## src/rtl/instruction_fetch_queue_pkg.sv

```systemverilog
// Shared definitions for the instruction fetch queue: default geometry and PC step.
package fetch_queue_defs;

    localparam int unsigned DEPTH_DEFAULT   = 4;
    localparam int unsigned ADDR_W_DEFAULT  = 32;
    localparam int unsigned INSTR_W_DEFAULT = 32;
    localparam int unsigned PC_STEP         = 4;

    function automatic int unsigned entry_width(input int unsigned addr_w, input int unsigned instr_w);
        return addr_w + instr_w;
    endfunction

    localparam int unsigned ENTRY_W_DEFAULT = entry_width(ADDR_W_DEFAULT, INSTR_W_DEFAULT);

endpackage

```

## src/rtl/instruction_fetch_queue_if.sv

```systemverilog
// Fetch-side push bus, flush/overflow sideband and decode-side head bus of the fetch queue.
interface instruction_fetch_queue_if #(
    parameter int unsigned ADDR_W  = fetch_queue_defs::ADDR_W_DEFAULT,
    parameter int unsigned INSTR_W = fetch_queue_defs::INSTR_W_DEFAULT
);
    logic               fetch_valid;
    logic [ADDR_W-1:0]  fetch_pc;
    logic [INSTR_W-1:0] fetch_instruction;
    logic               flush;
    logic               fq_full;
    logic               dec_ready;
    logic               dec_valid;
    logic [ADDR_W-1:0]  dec_pc;
    logic [ADDR_W-1:0]  dec_pc_plus4;
    logic [INSTR_W-1:0] dec_instruction;
    logic               fq_overflow;

    modport slave (
        input  fetch_valid, fetch_pc, fetch_instruction, flush, dec_ready,
        output fq_full, dec_valid, dec_pc, dec_pc_plus4, dec_instruction, fq_overflow
    );

    modport master (
        output fetch_valid, fetch_pc, fetch_instruction, flush, dec_ready,
        input  fq_full, dec_valid, dec_pc, dec_pc_plus4, dec_instruction, fq_overflow
    );
endinterface

```

## src/rtl/instruction_fetch_queue_ptr_ctrl.sv

```systemverilog
// Read/write pointers, occupancy count and sticky overflow flag for the fetch queue.
module fq_ptr_ctrl
    import fetch_queue_defs::*;
#(
    parameter int unsigned DEPTH = DEPTH_DEFAULT,
    localparam int unsigned PTR_W = $clog2(DEPTH),
    localparam int unsigned CNT_W = PTR_W + 1
) (
    input  logic             clock,
    input  logic             reset,
    input  logic             fetch_valid,
    input  logic             dec_ready,
    input  logic             flush,
    output logic             push_c,
    output logic [PTR_W-1:0] rd_ptr,
    output logic [PTR_W-1:0] wr_ptr,
    output logic             full,
    output logic             empty,
    output logic             overflow
);

    logic [CNT_W-1:0] count;
    logic             pop_c;

    assign full   = (count == CNT_W'(DEPTH));
    assign empty  = (count == '0);
    assign push_c = fetch_valid & ~full & ~flush;
    assign pop_c  = ~empty & dec_ready & ~flush;

    // Full refuses a same-cycle push even when a pop frees a slot.
    always_ff @(posedge clock) begin
        if (reset) begin
            rd_ptr   <= '0;
            wr_ptr   <= '0;
            count    <= '0;
            overflow <= 1'b0;
        end else if (flush) begin
            rd_ptr <= '0;
            wr_ptr <= '0;
            count  <= '0;
        end else begin
            if (push_c) wr_ptr <= wr_ptr + PTR_W'(1);
            if (pop_c)  rd_ptr <= rd_ptr + PTR_W'(1);
            unique case ({push_c, pop_c})
                2'b10:   count <= count + CNT_W'(1);
                2'b01:   count <= count - CNT_W'(1);
                default: count <= count;
            endcase
            if (fetch_valid && full) overflow <= 1'b1;
        end
    end

endmodule

```

## src/rtl/instruction_fetch_queue.sv

```systemverilog
// Fetch-to-decode decoupling FIFO of (PC, instruction) pairs with flush on redirect.
module instruction_fetch_queue
    import fetch_queue_defs::*;
#(
    parameter int unsigned DEPTH   = DEPTH_DEFAULT,
    parameter int unsigned ADDR_W  = ADDR_W_DEFAULT,
    parameter int unsigned INSTR_W = INSTR_W_DEFAULT
) (
    input  logic                      clock,
    input  logic                      reset,
    instruction_fetch_queue_if.slave  fq
);

    localparam int unsigned PTR_W   = $clog2(DEPTH);
    localparam int unsigned ENTRY_W = entry_width(ADDR_W, INSTR_W);

    logic [ENTRY_W-1:0] mem [DEPTH];
    logic [ENTRY_W-1:0] head;
    logic [PTR_W-1:0]   rd_ptr;
    logic [PTR_W-1:0]   wr_ptr;
    logic               push;
    logic               full;
    logic               empty;
    logic               overflow;

    fq_ptr_ctrl #(.DEPTH(DEPTH)) u_ptr_ctrl (
        .clock       (clock),
        .reset       (reset),
        .fetch_valid (fq.fetch_valid),
        .dec_ready   (fq.dec_ready),
        .flush       (fq.flush),
        .push_c      (push),
        .rd_ptr      (rd_ptr),
        .wr_ptr      (wr_ptr),
        .full        (full),
        .empty       (empty),
        .overflow    (overflow)
    );

    // Storage is cleared on reset so the head read is never X.
    always_ff @(posedge clock) begin
        if (reset) begin
            for (int i = 0; i < int'(DEPTH); i++) mem[i] <= '0;
        end else if (push) begin
            mem[wr_ptr] <= {fq.fetch_pc, fq.fetch_instruction};
        end
    end

    assign head               = mem[rd_ptr];
    assign fq.dec_pc          = head[ENTRY_W-1:INSTR_W];
    assign fq.dec_instruction = head[INSTR_W-1:0];
    assign fq.dec_pc_plus4    = head[ENTRY_W-1:INSTR_W] + ADDR_W'(PC_STEP);
    assign fq.dec_valid       = ~empty;
    assign fq.fq_full         = full;
    assign fq.fq_overflow     = overflow;

endmodule

```

## src/flat_wrapper.sv

```systemverilog
// flat-port wrapper written by rule: the top's interface ports become plain ports
module instruction_fetch_queue_flat import fetch_queue_defs::*;
#(
    parameter int unsigned DEPTH   = DEPTH_DEFAULT,
    parameter int unsigned ADDR_W  = ADDR_W_DEFAULT,
    parameter int unsigned INSTR_W = INSTR_W_DEFAULT
)
  (clock, reset, fq_fetch_valid, fq_fetch_pc, fq_fetch_instruction, fq_flush, fq_dec_ready, fq_fq_full, fq_dec_valid, fq_dec_pc, fq_dec_pc_plus4, fq_dec_instruction, fq_fq_overflow);
  instruction_fetch_queue_if #(.ADDR_W(ADDR_W), .INSTR_W(INSTR_W)) fq_i ();
  input  logic clock;
  input  logic reset;
  input wire logic [$bits(fq_i.fetch_valid)-1:0] fq_fetch_valid;
  input wire logic [$bits(fq_i.fetch_pc)-1:0] fq_fetch_pc;
  input wire logic [$bits(fq_i.fetch_instruction)-1:0] fq_fetch_instruction;
  input wire logic [$bits(fq_i.flush)-1:0] fq_flush;
  input wire logic [$bits(fq_i.dec_ready)-1:0] fq_dec_ready;
  output wire logic [$bits(fq_i.fq_full)-1:0] fq_fq_full;
  output wire logic [$bits(fq_i.dec_valid)-1:0] fq_dec_valid;
  output wire logic [$bits(fq_i.dec_pc)-1:0] fq_dec_pc;
  output wire logic [$bits(fq_i.dec_pc_plus4)-1:0] fq_dec_pc_plus4;
  output wire logic [$bits(fq_i.dec_instruction)-1:0] fq_dec_instruction;
  output wire logic [$bits(fq_i.fq_overflow)-1:0] fq_fq_overflow;
  assign fq_i.fetch_valid = fq_fetch_valid;
  assign fq_i.fetch_pc = fq_fetch_pc;
  assign fq_i.fetch_instruction = fq_fetch_instruction;
  assign fq_i.flush = fq_flush;
  assign fq_i.dec_ready = fq_dec_ready;
  assign fq_fq_full = fq_i.fq_full;
  assign fq_dec_valid = fq_i.dec_valid;
  assign fq_dec_pc = fq_i.dec_pc;
  assign fq_dec_pc_plus4 = fq_i.dec_pc_plus4;
  assign fq_dec_instruction = fq_i.dec_instruction;
  assign fq_fq_overflow = fq_i.fq_overflow;
  instruction_fetch_queue #(.DEPTH(DEPTH), .ADDR_W(ADDR_W), .INSTR_W(INSTR_W)) u_core (.clock(clock), .reset(reset), .fq(fq_i));
endmodule
```

## config.mk

```make
export PLATFORM = sky130hd
export DESIGN_NAME = instruction_fetch_queue_flat
export DESIGN_NICKNAME = d
export VERILOG_FILES = /design/src/rtl/instruction_fetch_queue_pkg.sv /design/src/rtl/instruction_fetch_queue_if.sv /design/src/rtl/instruction_fetch_queue_ptr_ctrl.sv /design/src/rtl/instruction_fetch_queue.sv /design/src/flat_wrapper.sv
export SDC_FILE = /design/constraint.sdc
export NUM_CORES = 1
export LEC_CHECK = 0
export CELL_PAD_IN_SITES_DETAIL_PLACEMENT = 1
export CELL_PAD_IN_SITES_GLOBAL_PLACEMENT = 2
export CORE_MARGIN = 2
export CORE_UTILIZATION = 43
export DETAILED_ROUTE_END_ITERATION = 10
export PLACE_DENSITY_LB_ADDON = 0.1
export SETUP_SLACK_MARGIN = 0.15
export SLEW_MARGIN = 30
export SYNTH_ARGS = -nofsm -noshare
export SYNTH_HDL_FRONTEND = slang
export SYNTH_SLANG_ARGS = --single-unit
```

## constraint.sdc

```tcl
create_clock -name clock -period 11.5 [get_ports clock]
set_clock_uncertainty 0.2 [all_clocks]
set_input_delay 1.15 -clock clock [delete_from_list [all_inputs] [get_ports clock]]
set_output_delay 1.15 -clock clock [all_outputs]
set_load 0.005 [all_outputs]
```

Word level (Yosys, flattened, before mapping). Memory sizes are Yosys's and may differ from the RTL's. A register that Yosys moved wholly into a read port is not among the register bits. Index checks and enable logic that the tools add are counted.

Multiply operators: 0. Divide/modulo/power cells: 0. Reductions and logical operators: 6. Shift operators: 0. Add/sub/neg operators: 5. Order comparisons: 0. Bitwise logic cells: 7. Muxes and demuxes: 11. Equality and inequality tests: 3.

Operator list (count): $mux 64 (1); $reduce_or 64->1 (1); $add 32x3->32 const B (1); $mux 1 (6); $mux 2 (3); $pmux 3 s2 (1); $add 2x1->2 const B (2); $and 1x1->1 (4); $add 3x1->3 const B (1); $eq 3x3->1 const B (1); $logic_not 3->1 (1); $not 1->1 (3); $sub 3x1->3 const B (1); $eq 2x1->1 const B (1); $eq 2x2->1 const B (1); $reduce_and 2->1 (1); $reduce_bool 2->1 (1); $reduce_or 2->1 (1); $logic_and 1x1->1 (1).

RAM bits: 256. Bits in read-only memories: 0. Bits of input ports: 69. Output and inout port bits: 99. Memories kept: 1. Flip-flop bits (word level): 8. Bits in latches: 0.

Memory list: u_core.mem (words 4, width 64, rd ports 1, clocked after Yosys merged registers in 1, write ports 4, RTL line instruction_fetch_queue.sv:17) `logic [ENTRY_W-1:0] mem [DEPTH];`.

Logic depth before layout (Yosys ltp).
Depth after elaboration: 9. Gate-level depth with buffers: 9. Gate-level depth less buffers: 9.

Hierarchy. Synthesis repeated with hierarchy kept, for this count alone.

Cells, all modules: 769. Area total of the unflattened synthesis: 12162.9 µm².

Modules (own cells, without submodules): instruction_fetch_queue (instances 1, cells an instance 723, area an instance 11765.0 µm², sequential area each 7687.4 µm²); fq_ptr_ctrl (instances 1, cells an instance 46, area an instance 397.9 µm², sequential area each 160.2 µm²).

Worst setup path after synthesis. No wires, ideal clock.

Path kind: input to register. From: input fq_flush. To: memory u_core.mem[1][0] in the netlist's numbering, enable pin. Data arrival time: 4.650 ns. Cell stages on the path: 3. Path slack: 6.151 ns. Required time: 10.801 ns. Cell sequence: nor3b_2 -> nand2_1 -> o21bai_1.

RTL lines: start, declared (RTL line flat_wrapper.sv:15) `input wire logic [$bits(fq_i.flush)-1:0] fq_flush;`; end, declared (RTL line instruction_fetch_queue.sv:17).

==> key figures <==
Clock network
  – Root buf cell: clkbuf_16
  – Clk sinks: 266
  – Num CTS Buffers: 29
  – Post-CTS setup buffer count: 0
  – TritonCTS clock tree: yes
  – Clock transition at the registers of the reported paths: 0.06 ns
  – Hold_buf cts: 0
  – # resized after CTS: 0
  – H-tree Lvls: 1
  – Clock Tree Buf Depth: 3
  – Clock Latency Late Sink: 0.53 ns

Floorplanning
  – DIE AREA: 29600 sq um
  – Io pins: 168
  – Starting Density: 43.7%
  – Die Ht: 172 microns
  – Core ar.: 27800 sq um
  – Die X: 172 microns
  – Num rows: 61

Pwr
  – Power share of the combinational group: 8.8%
  – Max rail drop VDD: 91.4 uV
  – Part of the power in the clock network: 39.1%
  – Switching Fraction: 21.4%
  – Power per Cell Area: 142 nW/um^2
  – Total power: 2.15 mW
  – Switching power: 0.461 mW
  – Leak: 5.50 nW
  – P_int: 1.69 mW
  – Sequential power share: 52.1%

Timing
  – Hold Vio Cnt, Final: 0
  – Setup violators final: 0
  – Final Critical Period: 5.43 ns
  – Final Slew Violations: 0
  – Slew @ Worst Pin: 0.873 ns
  – Unrepaired setup endpoints after global routing: no
  – Fmax: 184 MHz
  – Slew HR: 41.8%
  – Fin crit share: 47.3%
  – Setup TNS: 0 ns

Global route
  – GRT Residual Overflow: 0
  – GRT Max-Usage Layer: met2
  – Gr usage total: 20.5%
  – Largest net degree at the start of global routing: 130
  – Vias in the first global route: 7805
  – Met2 Usage GRT: 36.2%
  – Initial antenna violation count: 1
  – Routing usage on met1: 26.4%
  – M3 GR Usage: 3.50%
  – First-pass GRT wire length: 45700 microns

Drt
  – Final wirelength: 29800 microns
  – Vias: 7075
  – WL/cell: 22.4 microns
  – Iter 0 DRT Violations: 403
  – Vias/cell: 5.33
  – DR pass1 iterations: 6
  – Drc violations: 0
  – Final ANT Viol Nets: 0

Placement
  – Hpwl dp: 17900 microns
  – Dpl cells: 1274
  – RePlAce Congestion: 0.829
  – # port buffers: 167
  – Post-DP Area: 14200 sq um

Yosys
  – Register bit total from synthesis: 266
  – Mapped Avg Cell Area: 15.8 sq um
  – Post-synthesis cell type count: 44
  – Post-Syn Instances: 769
  – Sequential area share after synthesis: 64.9%
  – Post-synthesis async set-or-reset flop share: 0%
  – Synthesized Nets: 841
  – Synth warnings: 0
  – Most used DFF post-synth: edfxtp_1
  – Mapped cell area: 12100 sq um
  – EDFF count, synth: 256

Setup path
  – Worst Path Arrival: 4.08 ns
  – Worst Setup End Kind: primary output
  – Crit path kind: reg2out
  – Critical path required time: 10.15 ns
  – Worst Setup Start Kind: register
  – Crit-path max FO: 44

Job
  – Max cap viols: 0

Layout
  – Most common cell after layout, fill and taps aside: edfxtp_1
  – Final Non-Filler Cells: 1328
  – Nets: 999
  – Layout cells sized above 1: 12.9%
  – Area Overhead vs Synth: 24.2%
  – Most frequent cells in the layout: edfxtp_1 (256), and2_1 (193), clkdlybuf4s50_1 (167)
  – Final Instance Area: 15100 sq um
  – Utilization after layout: 54.3%

Status
  – Outcome: completed

Worst hold path
  – Hold WC Path Type: reg2reg
==> worst max-delay path, stage by stage (launching register included) <==
cell	delay [ns]
dfxtp_4	0.65
buf_6	0.58
mux4_1	0.47
ha_1	0.24
nand3_1	0.10
nor4_2	0.50
nand4_1	0.23
xnor2_1	0.19
clkdlybuf4s50_1	0.52
==> registers in the layout (all words and copies together) (netlist names), named ones only <==
name                        count
u_core.mem                    256
u_core.u_ptr_ctrl.count         3
u_core.u_ptr_ctrl.overflow      1
u_core.u_ptr_ctrl.rd_ptr        2
u_core.u_ptr_ctrl.wr_ptr        2
==> cells by family after synthesis <==
family,count (synthesis),share of synthesized area [%]
AO/OA/AOI/OAI,8,0.443
XOR/XNOR,34,2.45
adder cells (fa/ha/maj),3,0.371
buffers and inverters,61,2.40
flip-flops,266,64.9
multiplexers,64,12.2
AND/OR/NAND/NOR,333,17.2
==> metrics by stage <==
step | hold slack, ns | worst slack, ns
2_1_floorplan | 0.261 | 6.15
3_3_place_gp | 0.249 | 6.33
3_5_place_dp | 0.295 | 6.33
4_1_cts | 0.309 | 5.69
5_1_grt | 0.343 | 5.76
6_report | 0.296 | 6.07
==> power groups by stage <==
stage	sequential (mW)	clock (mW)	combinational (mW)
after floorplan	1.14	0	0.0770
after global placement	1.14	0	0.186
after detailed placement	1.14	0	0.191
after CTS	1.12	0.855	0.192
after global routing	1.12	0.897	0.204
final	1.12	0.841	0.188
==> per-layer routing <==
| layer | wire, microns | up-vias |
|---|---|---|
| met5 | 9 | - |
| met4 | 509 | 2 |
| met3 | 1720 | 56 |
| met2 | 15300 | 205 |
| met1 | 12300 | 3591 |
| li1 | - | 3221 |
==> synth_stat cells, types with 5 or more instances <==
cell type | number | area (sq um)
edfxtp_1 | 256 | 7690
and2_1 | 193 | 1210
and3_1 | 67 | 419
mux4_2 | 54 | 1220
clkbuf_1 | 37 | 139
xnor2_1 | 22 | 193
nor2_1 | 17 | 63.8
nand2_1 | 14 | 52.6
xor2_1 | 12 | 105
nand3_1 | 11 | 55.1
dfxtp_1 | 10 | 200
mux4_1 | 10 | 263
inv_1 | 8 | 30.0
nand4_1 | 7 | 43.8
buf_2 | 5 | 25.0
==> final timing paths <==
kind,from,end,slack [ns],cells after the start
worst min-delay path,u_core.u_ptr_ctrl.overflow,u_core.u_ptr_ctrl.overflow,0.30,2
worst max-delay path,register,fq_dec_pc_plus4[18],6.07,8
worst min register to register,u_core.u_ptr_ctrl.overflow,u_core.u_ptr_ctrl.overflow,0.30,2
worst max register to register,u_core.u_ptr_ctrl.count[0],u_core.mem[2][30],7.92,7
==> layout make-up <==
cell class              instances  area [sq um]
well taps                     378           473
flip-flops and latches        266          7900
diodes                          2          5.00
fillers                      2692         12700
inverters                      10          37.5
clock inverters                14          87.6
clock buffers                  38           759
multi-input cells             442          4030
repair buffers                178          1790
No activity file was read; power rests on OpenSTA's default activity.
